$ cat src/rtl/sevseg_scan_ctrl_n.sv
// Time-multiplexed common-anode seven-segment scanner with frame-synchronous
// value loading, leading-zero suppression, PWM brightness and anti-ghost guard.
module sevseg_scan_ctrl_n #(
  parameter int NUM_DIGITS = 8,
  parameter int SLOT_LOG2  = 9,
  parameter int PWM_BITS   = 4,
  parameter int GUARD_CYC  = 2
) (
  input  logic                    clk_5mhz0d,
  input  logic                    rst_n,
  input  logic [4*NUM_DIGITS-1:0] hex_val,
  input  logic [NUM_DIGITS-1:0]   dp_val,
  input  logic [NUM_DIGITS-1:0]   digit_en,
  input  logic                    blank_lz,
  input  logic [PWM_BITS-1:0]     brightness,
  input  logic                    load,
  output logic [6:0]              seg_n,
  output logic                    dp_n,
  output logic [NUM_DIGITS-1:0]   an_n,
  output logic                    frame_tick
);

  localparam int IDX_W = (NUM_DIGITS > 1) ? $clog2(NUM_DIGITS) : 1;
  localparam logic [IDX_W-1:0] LAST_IDX = IDX_W'(NUM_DIGITS - 1);

  logic [SLOT_LOG2-1:0]    slot_cnt_q, slot_cnt_d;
  logic [IDX_W-1:0]        dig_idx_q, dig_idx_d;
  logic                    pending_q, pending_d;
  logic [4*NUM_DIGITS-1:0] stage_hex_q, stage_hex_d, shadow_hex_q, shadow_hex_d;
  logic [NUM_DIGITS-1:0]   stage_dp_q, stage_dp_d, shadow_dp_q, shadow_dp_d;
  logic [NUM_DIGITS-1:0]   stage_en_q, stage_en_d, shadow_en_q, shadow_en_d;
  logic [NUM_DIGITS-1:0]   lz_mask_q, lz_mask_d;
  logic [6:0]              seg_n_q, seg_n_d;
  logic                    dp_n_q, dp_n_d;
  logic [NUM_DIGITS-1:0]   an_n_q, an_n_d;
  logic                    frame_tick_q, frame_tick_d;

  logic                    slot_wrap, frame_bnd, lit, zero_run;
  logic [3:0]              cur_nib;

  function automatic logic [6:0] hex_to_seg_n(input logic [3:0] v);
    case (v)
      4'h0: hex_to_seg_n = 7'b1000000;
      4'h1: hex_to_seg_n = 7'b1111001;
      4'h2: hex_to_seg_n = 7'b0100100;
      4'h3: hex_to_seg_n = 7'b0110000;
      4'h4: hex_to_seg_n = 7'b0011001;
      4'h5: hex_to_seg_n = 7'b0010010;
      4'h6: hex_to_seg_n = 7'b0000010;
      4'h7: hex_to_seg_n = 7'b1111000;
      4'h8: hex_to_seg_n = 7'b0000000;
      4'h9: hex_to_seg_n = 7'b0010000;
      4'hA: hex_to_seg_n = 7'b0001000;
      4'hB: hex_to_seg_n = 7'b0000011;
      4'hC: hex_to_seg_n = 7'b1000110;
      4'hD: hex_to_seg_n = 7'b0100001;
      4'hE: hex_to_seg_n = 7'b0000110;
      default: hex_to_seg_n = 7'b0001110;
    endcase
  endfunction

  always_comb begin
    slot_wrap  = &slot_cnt_q;
    frame_bnd  = slot_wrap && (dig_idx_q == LAST_IDX);
    slot_cnt_d = slot_cnt_q + 1'b1;
    dig_idx_d  = dig_idx_q;
    if (slot_wrap) dig_idx_d = (dig_idx_q == LAST_IDX) ? '0 : dig_idx_q + 1'b1;

    stage_hex_d  = stage_hex_q;
    stage_dp_d   = stage_dp_q;
    stage_en_d   = stage_en_q;
    shadow_hex_d = shadow_hex_q;
    shadow_dp_d  = shadow_dp_q;
    shadow_en_d  = shadow_en_q;
    pending_d    = pending_q;
    if (frame_bnd && load) begin
      // Coincident load bypasses staging so it is not delayed a whole frame.
      shadow_hex_d = hex_val;
      shadow_dp_d  = dp_val;
      shadow_en_d  = digit_en;
      pending_d    = 1'b0;
    end else if (frame_bnd && pending_q) begin
      shadow_hex_d = stage_hex_q;
      shadow_dp_d  = stage_dp_q;
      shadow_en_d  = stage_en_q;
      pending_d    = 1'b0;
    end else if (load) begin
      stage_hex_d = hex_val;
      stage_dp_d  = dp_val;
      stage_en_d  = digit_en;
      pending_d   = 1'b1;
    end

    // Zero-run from the most significant digit; blank_lz is applied live.
    lz_mask_d = '0;
    zero_run  = 1'b1;
    for (int i = NUM_DIGITS - 1; i > 0; i--) begin
      zero_run     = zero_run && (shadow_hex_d[4*i +: 4] == 4'h0) && !shadow_dp_d[i];
      lz_mask_d[i] = zero_run;
    end

    cur_nib = shadow_hex_q[{dig_idx_q, 2'b00} +: 4];
    lit = shadow_en_q[dig_idx_q]
       && !(blank_lz && lz_mask_q[dig_idx_q])
       && (slot_cnt_q >= SLOT_LOG2'(GUARD_CYC))
       && (slot_cnt_q[SLOT_LOG2-1 -: PWM_BITS] <= brightness);

    seg_n_d = 7'h7F;
    dp_n_d  = 1'b1;
    an_n_d  = '1;
    if (lit) begin
      seg_n_d           = hex_to_seg_n(cur_nib);
      dp_n_d            = !shadow_dp_q[dig_idx_q];
      an_n_d[dig_idx_q] = 1'b0;
    end
    frame_tick_d = frame_bnd;
  end

  always_ff @(posedge clk_5mhz0d) begin
    if (!rst_n) begin
      slot_cnt_q   <= '0;
      dig_idx_q    <= '0;
      pending_q    <= 1'b0;
      stage_hex_q  <= '0;
      stage_dp_q   <= '0;
      stage_en_q   <= '0;
      shadow_hex_q <= '0;
      shadow_dp_q  <= '0;
      shadow_en_q  <= '0;
      lz_mask_q    <= '0;
      seg_n_q      <= 7'h7F;
      dp_n_q       <= 1'b1;
      an_n_q       <= '1;
      frame_tick_q <= 1'b0;
    end else begin
      slot_cnt_q   <= slot_cnt_d;
      dig_idx_q    <= dig_idx_d;
      pending_q    <= pending_d;
      stage_hex_q  <= stage_hex_d;
      stage_dp_q   <= stage_dp_d;
      stage_en_q   <= stage_en_d;
      shadow_hex_q <= shadow_hex_d;
      shadow_dp_q  <= shadow_dp_d;
      shadow_en_q  <= shadow_en_d;
      lz_mask_q    <= lz_mask_d;
      seg_n_q      <= seg_n_d;
      dp_n_q       <= dp_n_d;
      an_n_q       <= an_n_d;
      frame_tick_q <= frame_tick_d;
    end
  end

  assign seg_n      = seg_n_q;
  assign dp_n       = dp_n_q;
  assign an_n       = an_n_q;
  assign frame_tick = frame_tick_q;

endmodule

$ cat config.mk
export PLATFORM = sky130hd
export DESIGN_NAME = sevseg_scan_ctrl_n
export DESIGN_NICKNAME = d
export VERILOG_FILES = /design/src/rtl/sevseg_scan_ctrl_n.sv
export SDC_FILE = /design/constraint.sdc
export NUM_CORES = 1
export LEC_CHECK = 0
export ABC_AREA = 1
export BUFFER_PORTS_ARGS = -buffer_cell sky130_fd_sc_hd__buf_2
export CAP_MARGIN = 20
export CELL_PAD_IN_SITES_DETAIL_PLACEMENT = 0
export CELL_PAD_IN_SITES_GLOBAL_PLACEMENT = 2
export CORE_ASPECT_RATIO = 0.9
export CORE_MARGIN = 2
export CORE_UTILIZATION = 32
export CTS_CLUSTER_SIZE = 14
export DETAILED_ROUTE_END_ITERATION = 10
export PLACE_DENSITY_LB_ADDON = 0.15
export SKIP_LAST_GASP = 1
export SYNTH_ARGS = -nofsm -noshare
export SYNTH_HDL_FRONTEND = slang
export SYNTH_SLANG_ARGS = --single-unit
$ cat constraint.sdc
create_clock -name clk_5mhz0d -period 2.86 [get_ports clk_5mhz0d]
set_clock_uncertainty 0.1 [all_clocks]
set_input_delay 0.143 -clock clk_5mhz0d [delete_from_list [all_inputs] [get_ports clk_5mhz0d]]
set_output_delay 0.143 -clock clk_5mhz0d [all_outputs]
set_load 0.005 [all_outputs]
=== After elaboration in Yosys (flattened, before gate mapping) ===
Memory sizes are Yosys's and may differ from the RTL's. A register that Yosys moved wholly into a read port is not among the register bits.
Cells that the tools add are included.

* Memories kept: 1
* Input bits: 56
* Flip-flop bits (word level): 127
* Bits in read-only memories: 112
* Word-level logic and storage cells: 87
* Output and inout port bits: 17

* $add $sub $neg: 2
* Order comparisons: 4
* Shifts and indexed selects: 1
* Equal/unequal tests: 1
* Reduce and logical (&&, ||, !) cells: 43
* Bitwise logic cells: 4
* Mux-type cells: 15

{| class="wikitable"
|+ Memory list
! name !! words !! width !! read ports !! clocked after memory_dff !! write ports !! RTL line !! source
|-
| (name not given) || 16 || 7 || 1 || 1 || 0 || 42 || <nowiki>case (v)</nowiki>
|}

{| class="wikitable"
|+ Operators by type and width
! operator !! count
|-
| $mux W32 || 2
|-
| $mux W8 || 4
|-
| $shiftx A32 B6 Y4 || 1
|-
| $logic_not A4 Y1 || 7
|-
| $logic_and A1 B1 Y1 || 21
|-
| $logic_not A1 Y1 || 10
|-
| $add A9 B1 Y9 const B || 1
|-
| $bmux W1 S3 || 3
|-
| $ge A9 B2 Y1 const B || 1
|-
| $reduce_and A9 Y1 || 1
|-
| $not A8 Y8 || 1
|-
| $le A4 B4 Y1 || 1
|-
| $lt A3 B4 Y1 const B || 1
|-
| $mux W1 || 4
|-
| $add A3 B1 Y3 const B || 1
|-
| $demux W1 S3 || 1
|-
| $eq A3 B3 Y1 const B || 1
|-
| $ge A3 B1 Y1 const B || 1
|-
| $mux W3 || 1
|-
| $not A1 Y1 || 3
|-
| $reduce_and A3 Y1 || 1
|-
| $reduce_or A3 Y1 || 1
|-
| $reduce_and A2 Y1 || 1
|-
| $reduce_bool A2 Y1 || 1
|}

=== Longest topological paths before layout ===
* Word-level depth: 19
* Mapped depth: 19
* Depth with buffers taken out: 18

=== Worst setup path before layout ===
OpenSTA, ideal clock, no wires.

* Kind: flip-flop to flip-flop
* Start point: register slot_cnt_q[1]
* End point: register lz_mask_q[2]
* Path slack: 412 ps
* Library setup time: 64 ps
* Path buffers: 2
* Data arrival time: 2284 ps
* Cell stages (with the launch flop): 19
* Cells stage by stage: dfxtp_1 -> ha_1 -> nand2_1 -> nor3_1 -> nand2_1 -> nor2_1 -> ha_1 -> nand3_1 -> buf_4 -> buf_6 -> nand2_1 -> nand3_1 -> nand2_1 -> nand3_1 -> nor2_1 -> nand2_1 -> nor2_2 -> nand3_1 -> nor2_1

* Longest elaborated chain between the ends: 17
* Elaborated cells on any way between the ends: 31
* Those cells by class: mux: 4; reduce/logical: 27

{| class="wikitable"
|+ RTL lines
! element !! RTL line !! source
|-
| from (decl) || 26 || <nowiki>logic [SLOT_LOG2-1:0] slot_cnt_q, slot_cnt_d;</nowiki>
|-
| from (signal assigned) || 136 || <nowiki>slot_cnt_q <= slot_cnt_d;</nowiki>
|-
| $reduce_and A9 Y1 * || 63 || <nowiki>slot_wrap = &slot_cnt_q;</nowiki>
|-
| net slot_wrap || 38 || <nowiki>logic slot_wrap, frame_bnd, lit, zero_run;</nowiki>
|-
| $logic_and A1 B1 Y1 * || 64 || <nowiki>frame_bnd = slot_wrap && (dig_idx_q == LAST_IDX);</nowiki>
|-
| $logic_and A1 B1 Y1 || 82 || <nowiki>end else if (frame_bnd && pending_q) begin</nowiki>
|-
| $mux W32 or $mux W8 (tied branches) || 82 ||
|-
| $mux W32 or $mux W8 (tied branches) || 76 || <nowiki>if (frame_bnd && load) begin</nowiki>
|-
| $logic_not A4 Y1 or $logic_not A1 Y1 (tied branches) || 98 || <nowiki>zero_run = zero_run && (shadow_hex_d[4*i +: 4] == 4'h0) && !shadow_dp_d[i];</nowiki>
|-
| $logic_and A1 B1 Y1 (10 in series) || 98 ||
|-
| $logic_and A1 B1 Y1 * || 98 ||
|-
| to (signal assigned) || 145 || <nowiki>lz_mask_q <= lz_mask_d;</nowiki>
|-
| to (decl) || 32 || <nowiki>logic [NUM_DIGITS-1:0] lz_mask_q, lz_mask_d;</nowiki>
|}

Mark *: on every way through the listed nets, which the timed path passes. The rest lies on a longest branch. The select of a mux whose other input is x is not followed.
A chain may end at the register's enable or synchronous reset.

=== Worst setup path after layout ===
Same ends and word-level chain as after synthesis.

==> results.md <==
- Status: complete, no violations
- HPWL Detailed: between 10 and 15 mm
- Port bufs: a little over 70
- Initial drt markers: ~330
- Layout cells sized above 1: around 18%
- Synth Area per Inst: between 6 and 7 um2
- PD cells: roughly 580 nW/um2
- Crit path launch type: flop
- Pin count of the biggest net entering global routing: between 60 and 70
- Fin nets: ~1100
- CTS Buf Count: 17
- Max-slew violations: 0
- Chip width: between 100 and 150 um
- Synth cell types: 34
- Root buffer cell: clkbuf_16
- Mapped cell area: ~6100 um2
- Cell total after placement: around 1200
- Drt drc: 0
- Worst Path Max Fanout: 6
- Clock Latency Late Sink: roughly 0.42 ns
- Pleak: between 3 and 4 nW
- Setup tns final: 0 ns
- Placeable core area: roughly 18000 um2
- Max Clock Freq: approximately 360 MHz
- Max clock buf depth: 2
- Reg clk slew, reported paths: about 0.060 ns
- Total power: around 4.7 mW
- Final Hold Viols: 0
- Crit path required time: 3.11 ns
- Syn Nets: roughly 950
- Cell Rows: 47
- I/O pin count: 73
- Max_cap viols: 0
- Post-Route WL: between 15 and 20 mm
- Rel. slew slack: a little under 50%
- # diodes: 0
- Synthesis Warnings: 0
- Slew @ Worst Pin: about 0.75 ns
- Chip height: 134.6 um
- Design area: 8125 um2
- Total clock sinks: roughly 130
- FF+latch count, synth: 133
- Via count: between 5000 and 6000
- HP Class: primary input to flop
- First-pass GRT wire length: ~31 mm
- RSZ-0062 raised after global routing: yes
- VDD IR max: a little under 0.4 mV
- Gp weighted congestion: 0.8248
- Layout area overhead: 34.01%
- Finished Layout Cells: around 1300
- Vias in the first global route: ~5800
- Initial antenna violation count: 0
- Critical path class: flop to flop
- Most frequent cells in the layout: 204 x nand2_1, 131 x nor2_1, 131 x dfxtp_1
- Via density: between 4 and 5
- Antenna viol nets, final: 0
- Fin crit period: 2.770 ns
- Starting Density: 32.84%
- GRT overflow: 0
- Sequential share of the synthesized area: 43.91%
- Fin crit share: between 90% and 100%
- Mapped Cells: between 800 and 900
- Commonest non-fill, non-tap cell in the layout: nand2_1
- Die area: 20070 um2
- CP endpoint kind: flop
- CP Data Arrival Time: 3.02 ns
- Drt wl/cell: 15.46 um
- H-tree Lvls: 4
- Pre-Repair DR Iteration Count: 5
- Final setup vio count: 0
- Gr usage total: approximately a fifth
- CTS tree: done
- Placed Area: ~6700 um2
-- logic make-up after synthesis --
| family | after synthesis | synth area share (%) |
|---|---|---|
| AND/OR/NAND/NOR | 434 | 29.28 |
| buffers and inverters | 134 | 9.348 |
| adder cells (fa/ha/maj) | 15 | 3.095 |
| flip-flops | 133 | 43.91 |
| AO/OA/AOI/OAI | 158 | 14.36 |
-- final cells by class --
cell class,count,area (um2)
flip-flops and latches,133,2665
clock buffers,24,501.7
well taps,245,306.5
repair buffers,151,1192
clock inverters,8,167.7
multi-input cells,608,2953
fillers,1960,10340
inverters,89,339.1
-- stage by stage --
| step | hold slack (ns) | worst slack, ns | utilization (%) |
|---|---|---|---|
| finish | 0.01944 | 0.09003 | 44.00 |
| global route | 0.05918 | -0.03798 | 44.00 |
| CTS | 0.01793 | 0.02923 | 42.71 |
| detailed placement | 0.2976 | -0.04350 | 36.44 |
| global placement | 0.2837 | 0.07361 | 36.44 |
| floorplan | 0.1706 | 0.4116 | - |
-- final timing paths --
check	cells past startpoint	slack (ns)	to	startpoint
setup / recovery	18	0.09	lz_mask_q[2]	slot_cnt_q[1]
hold reg to reg	2	0.37	stage_en_q[0]	stage_en_q[0]
setup reg to reg	18	0.09	lz_mask_q[2]	slot_cnt_q[1]
hold / removal	5	0.02	seg_n[4]	blank_lz
-- critical path, stage by stage, from the launching register on --
cell and delay, ns:
dfxtp_2 0.35, ha_4 0.15, nand2_4 0.06, nor3_4 0.13, nand2_1 0.09, nor2_1 0.13, ha_2 0.25, buf_12 0.12
nand3_4 0.17, clkbuf_16 0.23, nand2_1 0.05, nand3_1 0.07, nand2_1 0.12, nand3_2 0.10, nor2_4 0.13, nand2_1 0.08
nor2_2 0.14, nand3_1 0.10, nor2_1 0.13
-- timing repair --
item / 4_1_cts / 5_1_grt
hold buffers: 48 / 0
setup buffers: 0 / 4
pin swaps: 0 / 13
setup endpoints to repair: 7 / 49
resized for setup: 3 / 32
gates cloned: 0 / 5
endpoints found under the hold margin: 83 / 0
-- registers in the layout, indices dropped and copies added, names as in the netlist --
| name | cells |
|---|---|
| shadow_hex_q | 32 |
| stage_hex_q | 32 |
| slot_cnt_q | 9 |
| an_n | 8 |
| shadow_dp_q | 8 |
| shadow_en_q | 8 |
| stage_dp_q | 8 |
| stage_en_q | 8 |
| lz_mask_q | 7 |
| seg_n | 7 |
| dig_idx_q | 3 |
| dp_n | 1 |
| frame_tick | 1 |
| pending_q | 1 |
-- where the power goes --
group	switching, mW	internal (mW)
Combinational	0.142	0.117
Sequential	0.0272	1.91
Clock	0.813	1.66
-- synthesized netlist by cell type --
master     count  area, um2
nand2_1      210      788.3
nor2_1       137      514.2
dfxtp_1      133       2663
inv_1         81      304.0
o21ai_0       74      370.4
nand3_1       61      305.3
a21oi_1       43      215.2
clkbuf_1      21      78.83
ha_1          15      187.7
buf_2         14      70.07
o21ai_1       10      50.05
a31oi_1        8      50.05
inv_2          7      26.28
nand4_1        7      43.79
o311ai_0       7      61.31
nor3_1         6      30.03
or2_2          6      37.54
buf_6          5      56.30
a211oi_1       3      22.52
buf_1          3      11.26
o22ai_1        3      18.77
buf_4          2      15.01
nand2_2        2      12.51
nor2_2         2      12.51
o211ai_1       2      15.01
o21a_1         2      15.01
o21ai_2        2      17.52
o2bb2ai_1      2      17.52
a221oi_1       1      8.760
clkinv_2       1      5.000
nand2_4        1      11.26
nand3_2        1      10.01
nor3_2         1      10.01
o221ai_1       1      8.760
-- per-layer routing --
| layer | routed length, um | global-route usage [%] | vias up |
|---|---|---|---|
| met5 | 0 | 0 | - |
| met1 | 9800 | 27.46 | 2774 |
| li1 | - | - | 3065 |
| met3 | 778 | 3.716 | 14 |
| met4 | 226 | 5.608 | 0 |
| met2 | 8638 | 30.77 | 121 |
Power figures use the tool's default switching activity.
